File: src/rtl/bullet_controller.sv
// Single-bullet controller: spawn at tank centre, fly per frame, retire, cool down.
// Optional wall ricochet enabled by defining BULLET_BOUNCE_EN.
module bullet_controller #(
  parameter logic [9:0] BULLET_STEP = 10'd4,
  parameter logic [7:0] BULLET_LIFE = 8'd120,
  parameter logic [7:0] COOLDOWN    = 8'd15,
  parameter logic [9:0] X_MAX       = 10'd639,
  parameter logic [9:0] Y_MAX       = 10'd479
) (
  input  logic       Clk,
  input  logic       Reset,
  input  logic       frame_clk,
  input  logic       fire,
  input  logic [9:0] X_Tank,
  input  logic [9:0] Y_Tank,
  input  logic [9:0] Tank_Width,
  input  logic [9:0] Tank_Height,
  input  logic [1:0] dir,
  input  logic       wall_hit,
  input  logic       tank_hit,
  output logic [9:0] X_Bullet,
  output logic [9:0] Y_Bullet,
  output logic       bullet_on,
  output logic [1:0] hit,
  output logic       score
);

  typedef enum logic [1:0] {IDLE, FLY, DONE, COOL} state_t;

  state_t      state, state_n;
  logic        frame_q;
  logic        tick;
  logic [9:0]  x_n, y_n;
  logic [9:0]  x_move, y_move;
  logic [10:0] x_inc, y_inc;
  logic        at_edge;
  logic [1:0]  dir_q, dir_n;
  logic [7:0]  life_q, life_n;
  logic [7:0]  cool_q, cool_n;
  logic [1:0]  hit_q, hit_n;
`ifdef BULLET_BOUNCE_EN
  logic [1:0]  bounce_q, bounce_n;
`endif

  assign tick  = frame_clk & ~frame_q;
  assign x_inc = {1'b0, X_Bullet} + {1'b0, BULLET_STEP};
  assign y_inc = {1'b0, Y_Bullet} + {1'b0, BULLET_STEP};

  // Candidate next position and whether that step leaves the playfield
  always_comb begin
    x_move  = X_Bullet;
    y_move  = Y_Bullet;
    at_edge = 1'b0;
    unique case (dir_q)
      2'b00: begin
        at_edge = Y_Bullet < BULLET_STEP;
        y_move  = Y_Bullet - BULLET_STEP;
      end
      2'b01: begin
        at_edge = x_inc > {1'b0, X_MAX};
        x_move  = x_inc[9:0];
      end
      2'b10: begin
        at_edge = y_inc > {1'b0, Y_MAX};
        y_move  = y_inc[9:0];
      end
      default: begin
        at_edge = X_Bullet < BULLET_STEP;
        x_move  = X_Bullet - BULLET_STEP;
      end
    endcase
  end

  // Next-state, datapath updates and outputs
  always_comb begin
    state_n   = state;
    x_n       = X_Bullet;
    y_n       = Y_Bullet;
    dir_n     = dir_q;
    life_n    = life_q;
    cool_n    = cool_q;
    hit_n     = hit_q;
`ifdef BULLET_BOUNCE_EN
    bounce_n  = bounce_q;
`endif
    bullet_on = 1'b0;
    hit       = 2'b00;
    score     = 1'b0;
    unique case (state)
      IDLE: begin
        if (fire) begin
          state_n  = FLY;
          x_n      = X_Tank + (Tank_Width >> 1);
          y_n      = Y_Tank + (Tank_Height >> 1);
          dir_n    = dir;
          life_n   = 8'd0;
`ifdef BULLET_BOUNCE_EN
          bounce_n = 2'd0;
`endif
        end
      end
      FLY: begin
        bullet_on = 1'b1;
        if (tank_hit) begin
          state_n = DONE;
          hit_n   = 2'b01;
          score   = 1'b1;
        end else if (wall_hit) begin
`ifdef BULLET_BOUNCE_EN
          if (bounce_q != 2'd3) begin
            dir_n    = dir_q ^ 2'b10;
            bounce_n = bounce_q + 2'd1;
          end else begin
            state_n = DONE;
            hit_n   = 2'b10;
          end
`else
          state_n = DONE;
          hit_n   = 2'b10;
`endif
        end else if (tick && at_edge) begin
          state_n = DONE;
          hit_n   = 2'b10;
        end else if (life_q == BULLET_LIFE) begin
          state_n = DONE;
          hit_n   = 2'b10;
        end else if (tick) begin
          x_n    = x_move;
          y_n    = y_move;
          life_n = life_q + 8'd1;
        end
      end
      DONE: begin
        hit     = hit_q;
        state_n = COOL;
        cool_n  = 8'd0;
      end
      COOL: begin
        if (cool_q == COOLDOWN) begin
          state_n = IDLE;
        end else if (tick) begin
          cool_n = cool_q + 8'd1;
        end
      end
      default: state_n = IDLE;
    endcase
  end

  // State and datapath registers with synchronous reset
  always_ff @(posedge Clk) begin
    if (Reset) begin
      state    <= IDLE;
      frame_q  <= 1'b0;
      X_Bullet <= 10'd0;
      Y_Bullet <= 10'd0;
      dir_q    <= 2'b00;
      life_q   <= 8'd0;
      cool_q   <= 8'd0;
      hit_q    <= 2'b00;
`ifdef BULLET_BOUNCE_EN
      bounce_q <= 2'd0;
`endif
    end else begin
      state    <= state_n;
      frame_q  <= frame_clk;
      X_Bullet <= x_n;
      Y_Bullet <= y_n;
      dir_q    <= dir_n;
      life_q   <= life_n;
      cool_q   <= cool_n;
      hit_q    <= hit_n;
`ifdef BULLET_BOUNCE_EN
      bounce_q <= bounce_n;
`endif
    end
  end

endmodule

File: config.mk
export PLATFORM = sky130hd
export DESIGN_NAME = bullet_controller
export DESIGN_NICKNAME = d
export VERILOG_FILES = /design/src/rtl/bullet_controller.sv
export SDC_FILE = /design/constraint.sdc
export NUM_CORES = 1
export LEC_CHECK = 0
export BUFFER_PORTS_ARGS = -buffer_cell sky130_fd_sc_hd__buf_4
export CAP_MARGIN = 15
export CELL_PAD_IN_SITES_DETAIL_PLACEMENT = 1
export CELL_PAD_IN_SITES_GLOBAL_PLACEMENT = 1
export CORE_MARGIN = 2
export CORE_UTILIZATION = 45
export CTS_BUF_LIST = sky130_fd_sc_hd__clkbuf_2 sky130_fd_sc_hd__clkbuf_4 sky130_fd_sc_hd__clkbuf_8
export DETAILED_ROUTE_END_ITERATION = 10
export GPL_ROUTABILITY_DRIVEN = 1
export GPL_TIMING_DRIVEN = 1
export PLACE_DENSITY = 0.87
export SLEW_MARGIN = 20
export SYNTH_ARGS = -nofsm -noshare
export SYNTH_HDL_FRONTEND = slang
export SYNTH_SLANG_ARGS = --single-unit
File: constraint.sdc
create_clock -name Clk -period 4.3 [get_ports Clk]
set_input_delay 1.075 -clock Clk [delete_from_list [all_inputs] [get_ports Clk]]
set_output_delay 1.075 -clock Clk [all_outputs]
set_load 0.01 [all_outputs]
# Word-level counts from Yosys, hierarchy flattened
# Index checks and enable logic that the tools add are counted.
# totals
inputBits	48
register_bits	43
elab_cells	94
# classes
bitwise_logic	2
n_addsub	8
reduce_logical	14
eq_ne	19
mux	39
magnitude_cmp	4
# ops
operator	n
10-bit 2-to-1 mux	12
10-bit one-hot mux with 2 select lines	4
8-bit 2-to-1 mux	8
8-bit one-hot mux with 2 select lines	2
10-bit by 3-bit adder with 11-bit output (second input constant)	2
10-bit by 9-bit adder with 10-bit output	2
10-bit by 3-bit < comparator with 1-bit output (second input constant)	2
2-bit inequality test (second input constant)	10
10-bit by 3-bit subtractor with 10-bit output (second input constant)	2
8-bit by 1-bit adder with 8-bit output (second input constant)	2
2-bit 2-to-1 mux	8
8-bit AND reduction	2
11-bit by 10-bit greater-than comparator with 1-bit output (second input constant)	1
11-bit by 9-bit greater-than comparator with 1-bit output (second input constant)	1
8-bit by 4-bit equality test with 1-bit output (second input constant)	1
8-bit by 7-bit equality test with 1-bit output (second input constant)	1
2-bit one-hot mux with 4 select lines	1
7-bit AND reduction	1
2-bit equality test (second input constant)	3
3-bit AND reduction	2
5-bit inequality test (second input constant)	1
2-bit by 1-bit equality test with 1-bit output (second input constant)	2
2-bit logical NOT	2
2-bit AND reduction	2
9 further kinds	12

# Depth between registers and ports, before layout
# Gate-level depths: netlist of the first run.
# logic_depth
word_depth	9
depth_mapped	10

# Least setup slack after synthesis of the first run
# No wires, ideal clock.
# synth_path
path_kind	in2reg
from	in Y_Tank[0]
to	reg Y_Bullet[6]
path_buffers	0
path_slack_ns	1.562
required_time_ns	4.213
setup_ns	0.087
arrival_time_ns	2.651
path_stages	9
cell_sequence	ha_1 fa_1 a21o_1 a21oi_1 o21bai_1 a21oi_1 xnor2_1 a21oi_1 o31ai_1
# synth_between
elab_chain_len	3
# synth_rtl
element	line_no	text
start: declaration	15	input logic [9:0] Y_Tank,
10-bit by 9-bit adder with 10-bit output	94	y_n = Y_Tank + (Tank_Height >> 1);
10-bit 2-to-1 mux	91	if (fire) begin
10-bit one-hot mux with 2 select lines	89	unique case (state)
end signal: assignment	167	Y_Bullet <= y_n;
end: declaration	22	output logic [9:0] Y_Bullet,
# No other way between the ends. The select of a mux whose other input is x is not followed.
# A chain may end at the register's enable or synchronous reset.

# Worst setup path after layout of the first run
# layout_path
from	in tank_hit
to	reg X_Bullet[5]
# layout_between
elab_chain_len	2
# layout_rtl
element	line_no	text
start: declaration	20	input logic tank_hit,
2-bit inequality test (no line)	-	
8-bit AND reduction (no line)	-	
end signal: assignment	166	X_Bullet <= x_n;
end: declaration	21	output logic [9:0] X_Bullet,
# No other way between the ends.

==> impl_metrics.py, run 1 <==
metrics = {
    "final_layout": {
        "syn_to_final_growth_pct": 17.7,
        "fill_cells": 1045,
        "multi_input_area_um2": 2670,
        "nNetsFinal": 623,
        "drive_above_1_share_pct": 16.1,
        "diodes": 0,
        "postLayoutCoreUtil_pct": 54.1,
        "seq_area_um2": 861,
    },
    "floorplan": {
        "initial_core_util_pct": 45.9,
        "pin_count": 72,
        "core-area_um2": 8090,
        "die_h_um": 94.9,
        "die_area_um2": 9010,
        "num_rows": 33,
        "die_width_um": 94.9,
    },
    "worst_setup_path": {
        "criticalPathCategory": "in2reg",
        "startpoint_type": "primary input",
        "cp.arrival_ps": 3360,
        "cp.required_ps": 4470,
        "worstReg2RegStart": "state[1]",
        "setup.worst_path.end_class": "flip-flop",
        "crit_end": "X_Bullet[5]",
        "cp_slowest_cell": "nor4b_1",
        "cp-startpoint": "tank_hit",
        "rrSetupSlack_ps": 1330,
        "r2r_cells": 9,
        "reg2reg_to": "X_Bullet[5]",
        "crit_fanout": 14,
        "cp.buffers_inverters": 2,
        "path_depth": 9,
        "cp_cell_sequence": "buf_4 > o21ai_0 > and2_1 > o21ai_0 > buf_4 > nor4b_1 > nand3_1 > a22oi_1 > o32ai_1",
        "path_delay_family": "simple AND/OR/NAND/NOR gates",
        "max_stage_delay_ps": 540,
    },
    "global_route": {
        "grt_pass1_vias": 4004,
        "gr-max-usage-layer": "met2",
        "grt_use_met1_pct": 32.0,
        "met2_usage_pct": 47.9,
        "antenna_found_initial": 0,
        "grt_overflow_total": 0,
        "grt_max_degree": 45,
        "grt.total_usage_pct": 26.4,
        "grtUsageMet3_pct": 3.83,
        "grt_pass1_wl_um": 19000,
    },
    "power": {
        "leakage_nw": 1.76,
        "pwr_density_cell_nw_per_um2": 592,
        "finalPower_w": 0.00259,
        "peakVddDrop_mv": 0.235,
    },
    "flow_run": {
        "max_cap_viol_count": 0,
    },
    "synthesis": {
        "yosysUniqueCellTypes": 63,
        "synth_cells": 486,
        "ys_seq_elements": 43,
        "synthArstFlopShare_pct": 0,
        "synth-edff-count": 0,
        "ys.flop_type": "dfxtp_1",
        "yosysWarningCount": 0,
        "synth.yosys.seq_area_share_pct": 23.1,
        "syn_avg_cell_area_um2": 7.65,
        "synth_nets": 568,
        "syn_area_um2": 3720,
    },
    "drt": {
        "vias": 3897,
        "drt_first_pass_iters": 4,
        "via_per_inst": 6.03,
        "wl_um": 11600,
        "ant_nets": 0,
        "wl_per_cell_um": 18.0,
        "drc": 0,
        "drt_iter0_markers": 182,
    },
    "sta": {
        "finalHoldViolations": 0,
        "setup_slack_ps": 1120,
        "setup_violations": 0,
        "clock_skew_ps": 8.26,
        "fmax_ghz": 0.314,
        "fin_setup_tns_ps": 0,
        "rsz0062_at_grt": "no",
        "relSlewSlack_pct": 52.9,
        "post-route-min-period_ps": 3180,
        "finalCritPeriodShare_pct": 74.1,
        "finalMaxSlewViolations": 0,
        "worstMarginPinSlew_ps": 705,
    },
    "cts": {
        "hold_buffers": 0,
        "h-tree-depth": 2,
        "cts_tree": "yes",
        "root_buffer": "clkbuf_8",
        "clock_latency_ps": 300,
        "cts_setup_buffers": 0,
        "clk_pin_slew_ps": 90,
        "post_cts_resized": 0,
        "cts-buffers-inserted": 5,
        "clockBufferDepth": 2,
        "cts.sinks": 43,
    },
    "run_status": {
        "outcome": "complete, no violations",
    },
    "worst_hold_path": {
        "hp-class": "reg2reg",
    },
    "placement": {
        "hpwl_um": 8830,
        "port_buffers": 69,
        "pre_cts_ws_ps": 914,
        "routabilityCongestion": 0.870,
    },
}
==> worst reg2reg max path, cell delays in order (launching register included) <==
cell     delay [ps]
dfxtp_1         350
inv_1           110
ha_1            170
buf_4           410
o21ai_0         190
buf_4           220
nor4b_1         540
nand3_1         410
a22oi_1         320
o32ai_1         120
==> state kept, by name (all words and copies together) (netlist names) <==
name	flops
dir_q	2
frame_q	1
X_Bullet	10
cool_q	8
hit_q	2
Y_Bullet	10
state	2
life_q	8
==> final cells by class <==
type	instances	area share (%)
Multi-Input combinational cell	400	61.0
Sequential cell	43	19.7
Timing Repair Buffer	71	12.2
Tap cell	105	3.00
Clock buffer	6	1.74
Inverter	20	1.71
Clock inverter	1	0.686
==> synth_stat cells, types with 3 or more instances <==
cell / n / share of area [%]
nand2_1: 46 / 4.6
nor2_1: 44 / 4.4
dfxtp_1: 43 / 23
a21oi_1: 35 / 4.7
ha_1: 32 / 11
o21ai_0: 23 / 3.1
nand3_1: 22 / 3.0
xnor2_1: 21 / 4.9
inv_1: 20 / 2.0
nor3_1: 18 / 2.4
clkbuf_1: 14 / 1.4
a31oi_1: 10 / 1.7
a22oi_1: 9 / 1.8
o211ai_1: 9 / 1.8
nand2b_1: 8 / 1.3
xor2_1: 8 / 1.9
a21o_1: 7 / 1.4
and2_1: 7 / 1.2
o32ai_1: 7 / 1.6
and3_1: 6 / 1.0
nand4_1: 6 / 1.0
nor2b_1: 6 / 1.0
a211oi_1: 5 / 1.0
buf_2: 4 / 0.54
o21a_1: 4 / 0.81
o22ai_1: 4 / 0.67
o31ai_1: 4 / 0.81
a211o_1: 3 / 0.71
mux2i_1: 3 / 0.81
nand4b_1: 3 / 0.71
nor4_1: 3 / 0.50
nor4b_1: 3 / 0.71
o21bai_1: 3 / 0.61
o311ai_0: 3 / 0.71
o31a_1: 3 / 0.71
or3_1: 3 / 0.50
or4_1: 3 / 0.61
==> routing by layer <==
metal / wire length, um / share of wire, %
met2: 5920 / 51
met1: 4970 / 43
met3: 559 / 4.8
met4: 193 / 1.7
met5: 0 / 0
==> power by group <==
group / internal, W / switching (W) / total (W)
clock: 0.000177 / 0.000148 / 0.000324
sequential: 0.000501 / 0.000200 / 0.000701
combinational: 0.000623 / 0.000942 / 0.00157
==> cell families after synthesis <==
logic type                 synth area share (%)
DFF                                        23.1
adders and majority gates                  11.8
muxes                                     0.808
AOI/OAI and AO/OA                          26.2
and+or+nand+nor                            26.1
xor gates and xnor gates                   6.83
buffers and inverters                      5.01
==> metrics by stage <==
stage	hold slack (ps)	cells	cell area [um^2]
CTS	474	646	4380
finish	466	646	4380
global placement	442	639	4270
global route	499	646	4380
detailed placement	461	639	4270
floorplan	429	486	3720
==> placed cells by master (no fill, tap or decap), types with 4 or more instances in the layout <==
master    count
a211oi_1      5
a21o_1        7
a21oi_1      35
a22oi_1       9
a31oi_1      10
and2_1        7
and3_1        6
buf_4        71
clkbuf_8      5
dfxtp_1      43
ha_1         32
inv_1        20
nand2_1      46
nand2b_1      8
nand3_1      22
nand4_1       6
nor2_1       44
nor2b_1       6
nor3_1       18
o211ai_1      9
o21a_1        4
o21ai_0      23
o22ai_1       4
o31ai_1       4
o32ai_1       7
xnor2_1      21
xor2_1        8
==> worst min path at each step <==
stage	startpoint	endpoint	slack, ps	cells after the start
6_report	hit_q[1]	hit_q[1]	470	2
5_1_grt	hit_q[1]	hit_q[1]	500	2
4_1_cts	hit_q[1]	hit_q[1]	470	2
3_5_place_dp	hit_q[1]	hit_q[1]	460	2
3_3_place_gp	hit_q[1]	hit_q[1]	440	2
2_1_floorplan	hit_q[1]	hit_q[1]	430	2
No activity file was read; power rests on OpenSTA's default activity.
==> inputs of run 2 (changes only) <==
--- a/config.mk
+++ b/config.mk
@@ -5,17 +5,18 @@
 export SDC_FILE = /design/constraint.sdc
 export NUM_CORES = 1
 export LEC_CHECK = 0
+export ABC_AREA = 1
 export BUFFER_PORTS_ARGS = -buffer_cell sky130_fd_sc_hd__buf_4
 export CAP_MARGIN = 15
 export CELL_PAD_IN_SITES_DETAIL_PLACEMENT = 1
 export CELL_PAD_IN_SITES_GLOBAL_PLACEMENT = 1
 export CORE_MARGIN = 2
-export CORE_UTILIZATION = 45
+export CORE_UTILIZATION = 36
 export CTS_BUF_LIST = sky130_fd_sc_hd__clkbuf_2 sky130_fd_sc_hd__clkbuf_4 sky130_fd_sc_hd__clkbuf_8
 export DETAILED_ROUTE_END_ITERATION = 10
 export GPL_ROUTABILITY_DRIVEN = 1
 export GPL_TIMING_DRIVEN = 1
-export PLACE_DENSITY = 0.87
+export PLACE_DENSITY = 0.78
 export SLEW_MARGIN = 20
 export SYNTH_ARGS = -nofsm -noshare
 export SYNTH_HDL_FRONTEND = slang
==> constraint.sdc (replaced) <==
create_clock -name Clk -period 2.85 [get_ports Clk]
set_input_delay 0.7125 -clock Clk [delete_from_list [all_inputs] [get_ports Clk]]
set_output_delay 0.7125 -clock Clk [all_outputs]
set_load 0.01 [all_outputs]
==> run 2 against run 1 <==
Highest routed layer unchanged. Total power grew 57%. Sequential share of layout area shrank 1.2 points. Non-clock buffer count grew 1. Cell count grew 32%. Area after synthesis grew 6.4%. Sequential power grew 48%. Largest power group unchanged. Via count grew 12%. Design area grew 6.5%. Global-route usage shrank 5.0 points.
==> impl_metrics.py, run 2 <==
metrics = {
    "placement": {
        "hpwl_um": 9570,
        "pre_cts_ws_ps": 191,
        "port_buffers": 69,
        "placed_cell_area_um2": 4570,
        "dp.cells": 842,
        "routabilityCongestion": 0.826,
    },
    "final_layout": {
        "drive_above_1_share_pct": 14.9,
        "fill_cells": 1448,
        "final_cell_mix": "nand2_1 (162), inv_1 (90), nor2_1 (83), buf_4 (72), nand3_1 (53)",
        "diodes": 0,
        "fin_cells": 850,
        "multi_input_area_um2": 2630,
        "syn_to_final_growth_pct": 17.8,
        "seq_area_um2": 861,
        "nNetsFinal": 791,
        "stdcell_area_um2": 4660,
        "final_common_cell": "nand2_1",
        "top_regs": "X_Bullet (10), Y_Bullet (10)",
    },
    "synthesis": {
        "synth.yosys.seq_area_share_pct": 21.8,
        "ys_seq_elements": 43,
        "synth_top_family_by_area": "simple AND/OR/NAND/NOR gates",
        "synth-edff-count": 0,
        "muxShareOfSynthArea_pct": 0,
        "synthSimpleGateAreaFrac_pct": 38.4,
        "yosysWarningCount": 0,
        "synth_top_area_share_pct": 21.8,
        "synthXorXnorAreaFrac_pct": 1.77,
        "ys.flop_type": "dfxtp_1",
        "synth_cells": 646,
        "syn_avg_cell_area_um2": 6.13,
        "synth_fa_ha_area_share_pct": 11.1,
        "synth.area.top_cells": "dfxtp_1 (22%), nand2_1 (15%), ha_1 (10%), inv_1 (8.5%), nor2_1 (7.9%)",
        "yosysMostFrequentCell": "nand2_1",
        "syn_area_um2": 3960,
        "yosysUniqueCellTypes": 49,
        "yosys.area.top_type": "dfxtp_1",
        "synth_nets": 728,
        "synthArstFlopShare_pct": 0,
        "synth_compound_area_share_pct": 15.2,
        "synth_common_cells": "nand2_1 (162), inv_1 (90), nor2_1 (83), nand3_1 (53)",
    },
    "cts": {
        "clockBufferDepth": 2,
        "clk_pin_slew_ps": 100,
        "h-tree-depth": 2,
        "cts-buffers-inserted": 5,
        "cts_setup_buffers": 0,
        "hold_buffers": 0,
        "cts_tree": "yes",
        "cts.sinks": 43,
        "post_cts_resized": 0,
        "root_buffer": "clkbuf_8",
        "clock_latency_ps": 320,
    },
    "global_route": {
        "grt_pass1_vias": 4431,
        "grt_overflow_total": 0,
        "grt_max_degree": 31,
        "grt_pass1_wl_um": 20300,
        "grt.total_usage_pct": 21.3,
        "antenna_found_initial": 0,
    },
    "worst_setup_path": {
        "max_stage_delay_ps": 480,
        "cp_cell_sequence": "inv_1 > ha_1 > inv_1 > nor2_1 > nand3_1 > nor2_1 > nand3_1 > nand2_1 > a21oi_2 > nand2_2 > nand3_4 > nand4_4 > nor2_1 > nor2_1",
        "crit_fanout": 16,
        "critPathMostFrequentCell": "nor2_1",
        "cp.arrival_ps": 2580,
        "cp_slowest_cell": "dfxtp_1",
        "startpoint_type": "flip-flop",
        "criticalPathCategory": "reg2reg",
        "cp.buffers_inverters": 2,
        "cp.required_ps": 3070,
        "path_delay_family": "simple AND/OR/NAND/NOR gates",
        "setup.worst_path.end_class": "flip-flop",
    },
    "floorplan": {
        "core-area_um2": 10800,
        "num_rows": 38,
        "die_h_um": 109,
        "initial_core_util_pct": 36.7,
        "die_width_um": 109,
        "pin_count": 72,
        "die_area_um2": 11800,
    },
    "drt": {
        "ant_nets": 0,
        "wl_per_cell_um": 14.0,
        "via_per_inst": 5.12,
        "wl_um": 11900,
        "drt_first_pass_iters": 4,
        "vias": 4353,
        "drc": 0,
        "drt_iter0_markers": 114,
    },
    "sta": {
        "fin_setup_tns_ps": 0,
        "post-route-min-period_ps": 2360,
        "clock_skew_ps": 7.60,
        "hold_ws_ps": 481,
        "relSlewSlack_pct": 67.1,
        "finalHoldViolations": 0,
        "finalMaxSlewViolations": 0,
        "setup_violations": 0,
        "rsz0062_at_grt": "no",
        "setup_slack_ps": 488,
        "worstMarginPinSlew_ps": 487,
        "fmax_ghz": 0.423,
        "finalCritPeriodShare_pct": 82.9,
    },
    "power": {
        "pwr_density_cell_nw_per_um2": 874,
        "peakVddDrop_mv": 0.359,
        "leakage_nw": 2.30,
    },
    "flow_run": {
        "max_cap_viol_count": 0,
    },
    "run_status": {
        "outcome": "complete, no violations",
    },
    "worst_hold_path": {
        "hp-class": "reg2reg",
    },
}
## run 2: kinds of logic after synthesis
logic type,Yosys count
buffers and inverters,112
AO/OA/AOI/OAI,108
adder cells (fa/ha/maj),34
XOR/XNOR,8
flip-flops,43
AND/OR/NAND/NOR,341
## run 2: where the power goes
part	leakage (nW)	internal [W]	switching, W
Sequential	0.353	0.000777	0.000265
Combinational	1.90	0.000945	0.00165
Clock	0.0446	0.000182	0.000256
## run 2: worst paths after layout
check	startpoint	to	slack, ps	depth (start not counted)
worst max register to register	X_Bullet[2]	X_Bullet[6]	490	14
worst min register to register	cool_q[7]	cool_q[7]	480	2
worst max-delay path	X_Bullet[2]	X_Bullet[6]	490	14
worst min-delay path	cool_q[7]	cool_q[7]	480	2
## run 2: layout make-up
cell class,instances,area share [%]
sequential,43,18.5
timing repair buffer,72,11.6
inverter,96,7.79
clock inverter,2,0.268
tap,140,3.76
multi-input combinational,491,56.5
clock buffer,6,1.64
## run 2: per-layer routing
metal | track usage [%] | wire, um | part of all wire, %
met5 | 0 | 0 | 0
met4 | 5.68 | 181 | 1.5
met3 | 2.87 | 352 | 2.9
met2 | 39.8 | 6190 | 52
met1 | 25.5 | 5210 | 44
## run 2: worst reg2reg max path, delay by kind of cell, from the launching register on
family,cells,cell delay [ps]
buffers and inverters,2,270
DFF,1,480
adders and majority gates,1,340
and+or+nand+nor,10,1050
AOI/OAI and AO/OA,1,130
## run 2: stage by stage
stage	util (%)	power (W)
6_report	43.2	0.00407
5_1_grt	43.2	0.00453
4_1_cts	43.2	0.00411
3_5_place_dp	42.4	0.00365
3_3_place_gp	42.4	0.00353
2_1_floorplan	-	0.00291
